$ cat src/rtl/fetch_pkg.sv
// Shared types and constants for the instruction-fetch stage.
package fetch_pkg;

  typedef enum logic [2:0] {
    ST_FETCH  = 3'd0,
    ST_WAIT   = 3'd1,
    ST_HOLD   = 3'd2,
    ST_SQUASH = 3'd3,
    ST_HALTED = 3'd4
  } fetch_state_e;

  localparam logic [15:0] DEF_RESET_PC = 16'h0000;
  localparam logic [15:0] DEF_NOP_INST = 16'h0800;
  localparam logic [15:0] PC_INC       = 16'd2;

  // Wraps modulo 2^16, so FFFE advances to 0000.
  function automatic logic [15:0] pc_plus_inc(input logic [15:0] pc);
    return pc + PC_INC;
  endfunction

endpackage

$ cat src/rtl/fetch_unit_if.sv
// Instruction-memory request/response bus between the fetch stage and memory.
interface fetch_unit_if;

  logic        imem_rd;
  logic [15:0] imem_addr;
  logic [15:0] imem_data;
  logic        imem_done;
  logic        imem_stall;

  modport master (
    output imem_rd, imem_addr,
    input  imem_data, imem_done, imem_stall
  );

  modport slave (
    input  imem_rd, imem_addr,
    output imem_data, imem_done, imem_stall
  );

endinterface

$ cat src/rtl/fetch_unit_pc_reg.sv
// Architectural PC register: synchronous reset to the boot address, load enable.
module pc_reg
  import fetch_pkg::*;
#(
  parameter logic [15:0] RESET_VAL = DEF_RESET_PC
) (
  input  logic        clk,
  input  logic        rst,
  input  logic        load,
  input  logic [15:0] pc_d,
  output logic [15:0] pc_q
);

  always_ff @(posedge clk) begin
    if (rst) begin
      pc_q <= RESET_VAL;
    end else if (load) begin
      pc_q <= pc_d;
    end
  end

endmodule

$ cat src/rtl/fetch_unit.sv
// Fetch stage: owns the PC, keeps one read outstanding to a multi-cycle memory
// and hands fetched words to decode under valid/stall flow control.
module fetch_unit
  import fetch_pkg::*;
#(
  parameter logic [15:0] RESET_PC = DEF_RESET_PC,
  parameter logic [15:0] NOP_INST = DEF_NOP_INST
) (
  input  logic         clk,
  input  logic         rst,
  fetch_unit_if.master imem,
  input  logic [15:0]  next_pc,
  input  logic         redirect,
  input  logic         stall,
  input  logic         halt,
  output logic [15:0]  pc_current,
  output logic [15:0]  inst,
  output logic [15:0]  inst_pc2,
  output logic         inst_valid,
  output logic         err
);

  fetch_state_e state_q, state_d;
  logic [15:0]  pc_q;
  logic [15:0]  inst_q, inst_d;
  logic [15:0]  inst_pc2_q, inst_pc2_d;
  logic         inst_valid_q, inst_valid_d;
  logic         err_q, err_d;
  logic         halt_pend_q, halt_pend_d;
  logic         rd_req, capture, pc_load;
  logic         reg_free, eff_halt, do_redirect;

  assign reg_free    = !inst_valid_q || !stall;
  assign eff_halt    = halt || halt_pend_q;
  // Once halted only reset gets us out, so a late redirect is ignored there.
  assign do_redirect = redirect && (state_q != ST_HALTED);
  assign capture     = !do_redirect && !eff_halt && imem.imem_done &&
                       ((state_q == ST_WAIT) || rd_req);
  assign pc_load     = do_redirect || capture;

  pc_reg #(.RESET_VAL(RESET_PC)) u_pc_reg (
    .clk  (clk),
    .rst  (rst),
    .load (pc_load),
    .pc_d (next_pc),
    .pc_q (pc_q)
  );

  always_ff @(posedge clk) begin
    if (rst) begin
      state_q      <= ST_FETCH;
      inst_q       <= NOP_INST;
      inst_pc2_q   <= 16'h0000;
      inst_valid_q <= 1'b0;
      err_q        <= 1'b0;
      halt_pend_q  <= 1'b0;
    end else begin
      state_q      <= state_d;
      inst_q       <= inst_d;
      inst_pc2_q   <= inst_pc2_d;
      inst_valid_q <= inst_valid_d;
      err_q        <= err_d;
      halt_pend_q  <= halt_pend_d;
    end
  end

  always_comb begin
    state_d     = state_q;
    err_d       = err_q;
    halt_pend_d = do_redirect ? 1'b0 : (halt_pend_q || halt);
    if (do_redirect) begin
      if ((state_q == ST_WAIT || state_q == ST_SQUASH) && !imem.imem_done) begin
        state_d = ST_SQUASH;
      end else begin
        state_d = ST_FETCH;
      end
    end else begin
      case (state_q)
        ST_FETCH: begin
          if (eff_halt) begin
            state_d = ST_HALTED;
          end else if (inst_valid_q && stall) begin
            state_d = ST_HOLD;
          end else if (!imem.imem_stall) begin
            if (pc_q[0]) begin
              err_d   = 1'b1;
              state_d = ST_HALTED;
            end else if (!imem.imem_done) begin
              state_d = ST_WAIT;
            end
          end
        end
        ST_WAIT, ST_SQUASH: begin
          if (imem.imem_done) begin
            state_d = eff_halt ? ST_HALTED : ST_FETCH;
          end
        end
        ST_HOLD: begin
          if (eff_halt) begin
            state_d = ST_HALTED;
          end else if (!stall) begin
            state_d = ST_FETCH;
          end
        end
        ST_HALTED: state_d = ST_HALTED;
        default:   state_d = ST_FETCH;
      endcase
    end
  end

  always_comb begin
    rd_req       = !rst && (state_q == ST_FETCH) && !redirect && !eff_halt &&
                   !imem.imem_stall && reg_free && !pc_q[0];
    inst_d       = inst_q;
    inst_pc2_d   = inst_pc2_q;
    inst_valid_d = inst_valid_q;
    if (do_redirect) begin
      inst_valid_d = 1'b0;
      inst_d       = NOP_INST;
    end else if (capture) begin
      inst_valid_d = 1'b1;
      inst_d       = imem.imem_data;
      inst_pc2_d   = pc_plus_inc(pc_q);
    end else if (!stall) begin
      inst_valid_d = 1'b0;
      inst_d       = NOP_INST;
    end
  end

  assign imem.imem_rd   = rd_req;
  assign imem.imem_addr = pc_q;
  assign pc_current     = pc_q;
  assign inst           = inst_q;
  assign inst_pc2       = inst_pc2_q;
  assign inst_valid     = inst_valid_q;
  assign err            = err_q;

endmodule

$ cat src/flat_wrapper.sv
// flat-port wrapper written by rule: the top's interface ports become plain ports
module fetch_unit_flat import fetch_pkg::*;
#(
  parameter logic [15:0] RESET_PC = DEF_RESET_PC,
  parameter logic [15:0] NOP_INST = DEF_NOP_INST
)
  (clk, rst, next_pc, redirect, stall, halt, pc_current, inst, inst_pc2, inst_valid, err, imem_imem_rd, imem_imem_addr, imem_imem_data, imem_imem_done, imem_imem_stall);
  fetch_unit_if imem_i ();
  input  logic clk;
  input  logic rst;
  input  logic [15:0] next_pc;
  input  logic redirect;
  input  logic stall;
  input  logic halt;
  output logic [15:0] pc_current;
  output logic [15:0] inst;
  output logic [15:0] inst_pc2;
  output logic inst_valid;
  output logic err;
  output wire logic [$bits(imem_i.imem_rd)-1:0] imem_imem_rd;
  output wire logic [$bits(imem_i.imem_addr)-1:0] imem_imem_addr;
  input wire logic [$bits(imem_i.imem_data)-1:0] imem_imem_data;
  input wire logic [$bits(imem_i.imem_done)-1:0] imem_imem_done;
  input wire logic [$bits(imem_i.imem_stall)-1:0] imem_imem_stall;
  assign imem_imem_rd = imem_i.imem_rd;
  assign imem_imem_addr = imem_i.imem_addr;
  assign imem_i.imem_data = imem_imem_data;
  assign imem_i.imem_done = imem_imem_done;
  assign imem_i.imem_stall = imem_imem_stall;
  fetch_unit #(.RESET_PC(RESET_PC), .NOP_INST(NOP_INST)) u_core (.clk(clk), .rst(rst), .imem(imem_i), .next_pc(next_pc), .redirect(redirect), .stall(stall), .halt(halt), .pc_current(pc_current), .inst(inst), .inst_pc2(inst_pc2), .inst_valid(inst_valid), .err(err));
endmodule
$ cat config.mk
export PLATFORM = sky130hd
export DESIGN_NAME = fetch_unit_flat
export DESIGN_NICKNAME = d
export VERILOG_FILES = /design/src/rtl/fetch_pkg.sv /design/src/rtl/fetch_unit_if.sv /design/src/rtl/fetch_unit_pc_reg.sv /design/src/rtl/fetch_unit.sv /design/src/flat_wrapper.sv
export SDC_FILE = /design/constraint.sdc
export NUM_CORES = 1
export LEC_CHECK = 0
export CORE_ASPECT_RATIO = 0.8
export CORE_MARGIN = 3
export CORE_UTILIZATION = 39
export DETAILED_ROUTE_END_ITERATION = 6
export PLACE_DENSITY = 0.76
export SYNTH_ARGS = -nofsm -noshare
export SYNTH_HDL_FRONTEND = slang
export SYNTH_HIERARCHICAL = 1
export SYNTH_SLANG_ARGS = --single-unit
$ cat constraint.sdc
create_clock -name clk -period 2.1 [get_ports clk]
set_input_delay 0.42 -clock clk [delete_from_list [all_inputs] [get_ports clk]]
set_output_delay 0.42 -clock clk [all_outputs]
set_load 0.05 [all_outputs]
* Word level (Yosys, flattened, before mapping)
Index checks and enable logic that the tools add are counted.
Storage, ports and cells: input port bits 39, register bits after elaboration 54, output and inout bits 67, word-level logic and storage cells 70
Operators by class: add/subtract/negate cells 1, bitwise gates (word level) 4, reduce and logical (&&, ||, !) cells 32, mux-type cells 16, eq/ne operators 10
Operator list (number):
- two-way mux 16 bit | 2
- two-way mux 3 bit | 10
- adder 16 x 2 -> 16 bit, second input constant | 1
- logical AND 1 bit | 12
- one-hot mux 3 bit (4 select lines) | 1
- logical NOT 1 bit | 9
- == test 3 x 2 -> 1 bit, second input constant | 2
- inequality test 6 x 3 -> 1 bit, second input constant | 1
- AND reduction 6 bit | 1
- logical OR 1 bit | 5
- inequality test 5 x 2 -> 1 bit, second input constant | 1
- inequality test 4 x 2 -> 1 bit, second input constant | 1
- NOT 1 bit | 4
- AND reduction 4 bit | 1
- OR reduction 2 bit | 2
- == test 3 x 1 -> 1 bit, second input constant | 1
- == test 3 bit, second input constant | 1
- logical NOT 3 bit | 1
- inequality test 3 x 2 -> 1 bit, second input constant | 1
- inequality test 3 bit, second input constant | 1
- two-way mux 1 bit | 2
- two-way mux 2 bit | 1
- inequality test 2 x 1 -> 1 bit, second input constant | 1
- AND reduction 2 bit | 1

* Depth between registers and ports, before layout
Gate-level depths: netlist of the first run.
word-level depth 10, depth in mapped cells 11, gate-level depth less buffers 7

* By module
Netlist of the first run, hierarchy kept.
By module, submodules not included:
- fetch_unit | cells an instance 234, times used 1, seq. area each 760.7 µm², area an instance 2043.2 µm²
- pc_reg | cells an instance 52, times used 1, seq. area each 320.3 µm², area an instance 580.6 µm²

* Worst setup path after synthesis of the first run
No wires, ideal clock.
kind input to output, from in stall, to out imem_imem_rd, setup slack -0.273 ns, path buffers 1, data arrival time 1.953 ns, stages 4, required time 1.680 ns, cells stage by stage buf_2 -> nand2_1 -> nand4_2 -> nor3_1
On the way: cells in the longest elaborated chain, start to end 4
Ends and longest elaborated chain:
- start: declaration | RTL line flat_wrapper.sv:13 | input logic stall;
- logical NOT 1 bit | RTL line fetch_unit.sv:33 | assign reg_free = !inst_valid_q || !stall;
- logical OR 1 bit | RTL line fetch_unit.sv:33
- logical AND 1 bit (2 in series) | RTL line fetch_unit.sv:113 | !imem.imem_stall && reg_free && !pc_q[0];
- end: declaration | RTL line flat_wrapper.sv:20 | output wire logic [$bits(imem_i.imem_rd)-1:0] imem_imem_rd;
Every way passes these cells.

* Final worst setup path of the first run
from reg u_core.u_pc_reg.pc_q[9], to out imem_imem_addr[9]
RTL lines:
- start: declaration | RTL line fetch_unit_pc_reg.sv:11 | output logic [15:0] pc_q
- start signal: assignment | RTL line fetch_unit_pc_reg.sv:18 | pc_q <= pc_d;
- end: declaration | RTL line flat_wrapper.sv:21 | output wire logic [$bits(imem_i.imem_addr)-1:0] imem_imem_addr;
No word-level cell between the ends.

==> impl_metrics.csv, run 1 <==
group,metric,value,unit
outcome,outcome,"completed",
global_route,grt_max_degree,33,
final_layout,final_nets,423,
sta,timing.final.ws_setup,0.0410,ns
placed_design,port_buffers,105,
critical_path,crit_chain,"clkdlybuf4s50_1",
critical_path,endpoint,"imem_imem_addr[9]",
global_route,grt_pass1_wl,12400,µm
logic_synthesis,synth_area_per_cell,9.17,µm²
final_layout,area_growth,46.4,%
logic_synthesis,muxShareOfSynthArea,6.10,%
floorplanning,core-area,0.00644,mm²
power_and_ir_drop,pwr_density_cell,653,mW/mm²
routing,dr.pass1.iters,4,
logic_synthesis,ys.flop_type,"dfxtp_1",
clock_tree,clock_path_buffers,2,
critical_path,crit_arrival,1.64,ns
logic_synthesis,synth_fa_ha_area_share,0.477,%
floorplanning,start_util,40.7,%
worst_hold_path,hold_path.class,"reg2reg",
critical_path,worst_r2r_path_depth,6,
routing,via_per_inst,5.23,
sta,final.min_clock_period,2.06,ns
final_layout,diodes,0,
floorplanning,pin_count,106,
final_layout,multi_input_area,0.00127,mm²
logic_synthesis,synthesis.nets,326,
critical_path,regToRegSetupSlack,0.21,ns
placed_design,routabilityCongestion,0.930,
logic_synthesis,ys_ff_latch,54,
final_layout,register_area,0.00108,mm²
logic_synthesis,synth-edff-count,0,
clock_tree,postCtsHoldBufs,0,
sta,hold_violations,0,
global_route,overflow,0,
clock_tree,clkTransAtPathRegs,0.10,ns
sta,slew_headroom,62.4,%
logic_synthesis,ys_async_sr_fraction,0,%
global_route,antenna_found_initial,0,
routing,wire_per_inst,16.4,µm
routing,drtAntennaViolNets,0,
clock_tree,cts_root_buffer,"clkbuf_8",
logic_synthesis,synth_compound_area_share,17.4,%
critical_path,path_class,"reg2out",
critical_path,slowest_delay,0.86,ns
logic_synthesis,yosysUniqueCellTypes,41,
final_layout,final_util,59.6,%
critical_path,path_buf_inv,1,
global_route,grt_pass1_vias,2399,
final_layout,drive_gt1_share,16.1,%
floorplanning,die_w,97.7,µm
critical_path,end_kind,"output port",
final_layout,final_cell_area,0.00384,mm²
sta,whs,0.475,ns
run,cap_violations,0,
logic_synthesis,synth_area,0.00262,mm²
final_layout,fill_cells,555,
sta,worstMarginPinSlew,0.563,ns
critical_path,required,1.68,ns
clock_tree,cts_setup_buffers,0,
power_and_ir_drop,power,2510,µW
logic_synthesis,synth_top_family_by_area,"simple AND/OR/NAND/NOR gates",
clock_tree,clock_latency,0.30,ns
clock_tree,cts_tree,"built",
critical_path,cpLargestDelayFamily,"buffers and inverters",
sta,report.final.slew_viol_count,0,
global_route,gr-usage-all-layers,19.5,%
placed_design,hpwl,5640,µm
critical_path,r2r-end,"u_core/inst_pc2[14]$_SDFFE_PP0P_",
sta,fmaxAchievable,486,MHz
routing,drtIter0Drc,113,
critical_path,startpoint,"u_core/u_pc_reg/pc_q[9]$_SDFFE_PP0P_",
floorplanning,rows,26,
clock_tree,cts_htree_levels,2,
routing,num_vias,2446,
critical_path,cp_slowest_cell,"clkdlybuf4s50_1",
power_and_ir_drop,irDropWorstVdd,0.376,mV
logic_synthesis,yosys.area_share.simple,19.2,%
sta,fin_skew,0.00513,ns
critical_path,r2r_start,"u_core/state_q[2]$_SDFFE_PP0P_",
logic_synthesis,syn_inst,286,
placed_design,dp_slack,-0.148,ns
critical_path,cp-start-kind,"register",
sta,setup_viol,0,
critical_path,path_max_fanout,7,
logic_synthesis,seq_area_frac_synth,41.2,%
logic_synthesis,yosysWarnings,6,
floorplanning,die_y,79.4,µm
clock_tree,clkSinkCount,54,
floorplanning,die-area,0.00775,mm²
critical_path,path_depth,1,
clock_tree,cts_inserted_buffers,5,
power_and_ir_drop,leakagePower,0.00139,µW
sta,min_period_over_period,98.0,%
logic_synthesis,synth_xor_area_share,4.34,%
routing,drt-total-wl,7680,µm
routing,drc,0,
placed_design,placed_area,0.00370,mm²
sta,rsz0062_at_grt,"no",
per-stage QoR:
stage | instances | TNS [ns]
final | 468 | 0
after global routing | 468 | 0
after CTS | 468 | 0
after detailed placement | 460 | -4.78
after global placement | 460 | -3.41
after floorplan | 286 | 0
final cells by class:
cell class / instances / share of cell area (%)
clock buffers: 5 / 1.79
clock inverters: 3 / 1.04
inverters: 4 / 0.391
flip-flops and latches: 54 / 28.2
repair buffers: 128 / 32.7
well taps: 84 / 2.74
multi-input cells: 190 / 33.1
per-layer routing:
metal	GRT usage (%)	wire length [µm]
met5	0	0
met4	3.18	46
met3	3.34	384
met2	31.5	3670
met1	27.7	3580
power by group:
part	switching, µW	internal (µW)
clock network	346	352
registers	54.2	1060
logic	418	275
what timing repair did:
item | CTS | global route
setup endpoints to repair | 1 | 4
pin swaps | 3 | 0
resized for setup | 4 | 7
hold endpoints to repair | 0 | 0
cells by family after synthesis:
logic type,after synthesis
buf+inv,42
compound gates,63
xor+xnor,13
flops,54
mux,16
fa+ha+maj,1
simple gates,97
synth_stat cells (7+ instances only):
cell / count / area share, %
buf_2: 8 / 1.5
buf_4: 19 / 5.4
a21oi_1: 22 / 4.2
nand2_1: 11 / 1.6
a211oi_1: 8 / 2.3
o21ai_0: 13 / 2.5
dfxtp_1: 54 / 41
nand3_1: 23 / 4.4
mux2i_1: 16 / 6.1
xnor2_1: 7 / 2.3
nand4_1: 19 / 4.5
nor2_1: 26 / 3.7
placed cells by master, fill, tap and decap left out, types with 8 or more instances in the layout:
master and count:
nand4_1 19, o21ai_0 13, nand3_1 23, buf_4 26, a21oi_1 22, a211oi_1 8
mux2i_1 16, dfxtp_1 52, clkdlybuf4s50_1 94, nor2_1 24, nand2_1 10
registers in the layout, summed over array words and instances, names as in the netlist:
signal and cells:
u_core/state_q 3, u_core/inst 16, u_core/inst_pc2 16, u_core/u_pc_reg/pc_q 16, u_core/err 1, u_core/halt_pend_q 1
u_core/inst_valid 1
worst min-delay path by stage:
stage               slack (ns)                       endpoint  cells after the start                     startpoint
floorplan                 0.52  u_core/halt_pend_q$_SDFF_PP0_                      2  u_core/halt_pend_q$_SDFF_PP0_
global placement          0.45   u_core/inst[12]$_SDFFE_PP0P_                      2   u_core/inst[12]$_SDFFE_PP0P_
detailed placement        0.47    u_core/inst[0]$_SDFFE_PP0P_                      2    u_core/inst[0]$_SDFFE_PP0P_
CTS                       0.48    u_core/inst[0]$_SDFFE_PP0P_                      2    u_core/inst[0]$_SDFFE_PP0P_
global route              0.51    u_core/inst[8]$_SDFFE_PP0P_                      2    u_core/inst[8]$_SDFFE_PP0P_
finish                    0.48    u_core/inst[3]$_SDFFE_PP0P_                      2    u_core/inst[3]$_SDFFE_PP0P_
(Power assumes the default switching activity.)
==> run 2, diff against run 1 <==
--- a/config.mk
+++ b/config.mk
@@ -7,9 +7,9 @@
 export LEC_CHECK = 0
 export CORE_ASPECT_RATIO = 0.8
 export CORE_MARGIN = 3
-export CORE_UTILIZATION = 39
+export CORE_UTILIZATION = 43
 export DETAILED_ROUTE_END_ITERATION = 6
-export PLACE_DENSITY = 0.76
+export PLACE_DENSITY = 0.8
 export SYNTH_ARGS = -nofsm -noshare
 export SYNTH_HDL_FRONTEND = slang
 export SYNTH_HIERARCHICAL = 1
==> constraint.sdc (replaced) <==
create_clock -name clk -period 2.25 [get_ports clk]
set_input_delay 0.45 -clock clk [delete_from_list [all_inputs] [get_ports clk]]
set_output_delay 0.45 -clock clk [all_outputs]
set_load 0.05 [all_outputs]
==> impl_metrics.csv, run 2 (synthesis gave the netlist of run 1 again) <==
group,metric,value,unit
final_layout,layoutNonFillerInstCount,456,
final_layout,drive_gt1_share,12.4,%
outcome,outcome,"completed",
sta,min_period_over_period,96.6,%
sta,whs,0.472,ns
floorplanning,rows,24,
global_route,grt_pass1_wl,11600,µm
clock_tree,cts_tree,"built",
sta,setup_viol,0,
sta,worstMarginPinSlew,0.530,ns
routing,wire_per_inst,15.7,µm
sta,final.min_clock_period,2.17,ns
clock_tree,cts-resized-gates,0,
routing,via_per_inst,5.34,
worst_hold_path,hold_path.class,"reg2reg",
clock_tree,clkTransAtPathRegs,0.10,ns
floorplanning,die_y,75.9,µm
critical_path,crit_chain,"clkdlybuf4s50_1 > nor2_1 > nand4_2 > buf_4 > nor3_2 > buf_12",
placed_design,hpwl,5210,µm
placed_design,routabilityCongestion,0.928,
floorplanning,die-area,0.00708,mm²
final_layout,final_nets,417,
critical_path,cpLargestDelayFamily,"buffers and inverters",
clock_tree,cts_setup_buffers,0,
clock_tree,clock_path_buffers,2,
floorplanning,pin_count,106,
clock_tree,cts_htree_levels,2,
final_layout,final_common_cell,"clkdlybuf4s50_1",
routing,num_vias,2437,
routing,drt-total-wl,7160,µm
critical_path,required,1.80,ns
critical_path,path_max_fanout,3,
sta,hold_violations,0,
critical_path,path_buf_inv,3,
final_layout,area_growth,43.5,%
critical_path,end_kind,"output port",
global_route,grt_max_degree,36,
final_layout,fill_cells,459,
routing,drtIter0Drc,165,
critical_path,slowest_delay,0.43,ns
power_and_ir_drop,pwr_density_cell,588,mW/mm²
critical_path,cp_slowest_cell,"clkdlybuf4s50_1",
routing,drc,0,
global_route,antenna_found_initial,0,
floorplanning,core-area,0.00568,mm²
critical_path,crit_arrival,1.72,ns
clock_tree,clock_latency,0.31,ns
sta,timing.setup.tns,0,ns
global_route,grt_pass1_vias,2330,
critical_path,cp-start-kind,"input pin",
power_and_ir_drop,leakagePower,0.00128,µW
floorplanning,start_util,46.2,%
power_and_ir_drop,power,2210,µW
clock_tree,clkSinkCount,54,
clock_tree,postCtsHoldBufs,0,
clock_tree,cts_inserted_buffers,5,
routing,drtAntennaViolNets,0,
global_route,gr-usage-all-layers,20.5,%
global_route,overflow,0,
placed_design,dp_cells,448,
placed_design,dp_slack,0.0277,ns
floorplanning,die_w,93.3,µm
power_and_ir_drop,irDropWorstVdd,0.361,mV
critical_path,path_class,"in2out",
clock_tree,cts_root_buffer,"clkbuf_8",
final_layout,final_cell_mix,"clkdlybuf4s50_1 (104), dfxtp_1 (54), nor2_1 (25)",
routing,dr.pass1.iters,4,
placed_design,port_buffers,105,
sta,timing.final.ws_setup,0.0774,ns
run,cap_violations,0,
sta,fmaxAchievable,460,MHz
sta,fin_skew,0.00900,ns
final_layout,diodes,0,
sta,rsz0062_at_grt,"no",
sta,slew_headroom,64.6,%
sta,report.final.slew_viol_count,0,
-- run 2: cell count changes in the layout (fill, tap and decap cells not counted), moves of 2 or more --
cell	before	now
nor3_2	0	2
dlymetal6s2s_1	4	0
dfxtp_1	52	54
clkdlybuf4s50_1	94	104
buf_4	26	14
nor3_4	2	0
dfxtp_2	2	0
-- run 2: routing by layer --
metal	vias to the layer above	part of all wire (%)	GRT usage [%]
li1	1193	-	-
met3	6	6.3	3.55
met4	0	0.67	4.55
met2	75	47	32.4
met5	-	0	0
met1	1163	46	29.6
-- run 2: worst min-delay path, stage by stage, from the launching register on --
cell and delay (ns):
dfxtp_1 0.32, nand3_1 0.05, o21ai_0 0.06
-- run 2: final cells by class --
type | count | area [µm²] | share of cell area [%]
Clock buffer | 5 | 68.8 | 1.83
Clock inverter | 3 | 21.3 | 0.565
Inverter | 4 | 15.0 | 0.399
Multi-Input combinational cell | 190 | 1250 | 33.3
Sequential cell | 54 | 1080 | 28.7
Tap cell | 78 | 97.6 | 2.59
Timing Repair Buffer | 122 | 1230 | 32.6
-- run 2: path summary, 6_finish.rpt --
check	startpoint	end	slack, ns	cells after the start
setup / recovery	redirect	imem_imem_rd	0.08	6
hold / removal	u_core/inst[6]$_SDFFE_PP0P_	u_core/inst[6]$_SDFFE_PP0P_	0.47	2
setup reg to reg	u_core/state_q[2]$_SDFFE_PP0P_	u_core/inst_pc2[8]$_SDFFE_PP0P_	0.32	6
hold reg to reg	u_core/inst[6]$_SDFFE_PP0P_	u_core/inst[6]$_SDFFE_PP0P_	0.47	2
-- run 2: power by group --
group	switching (µW)	leakage, µW	total (µW)	internal, µW
clock network	321	0.0000441	540	219
registers	53.9	0.000439	1050	991
logic	377	0.000798	627	250
total	752	0.00128	2210	1460
-- run 2: through the flow --
stage,utilization (%),area (µm²)
after CTS,66.3,3760
after detailed placement,64.7,3670
after floorplan,-,2630
final,66.3,3760
after global placement,64.7,3670
after global routing,66.3,3760
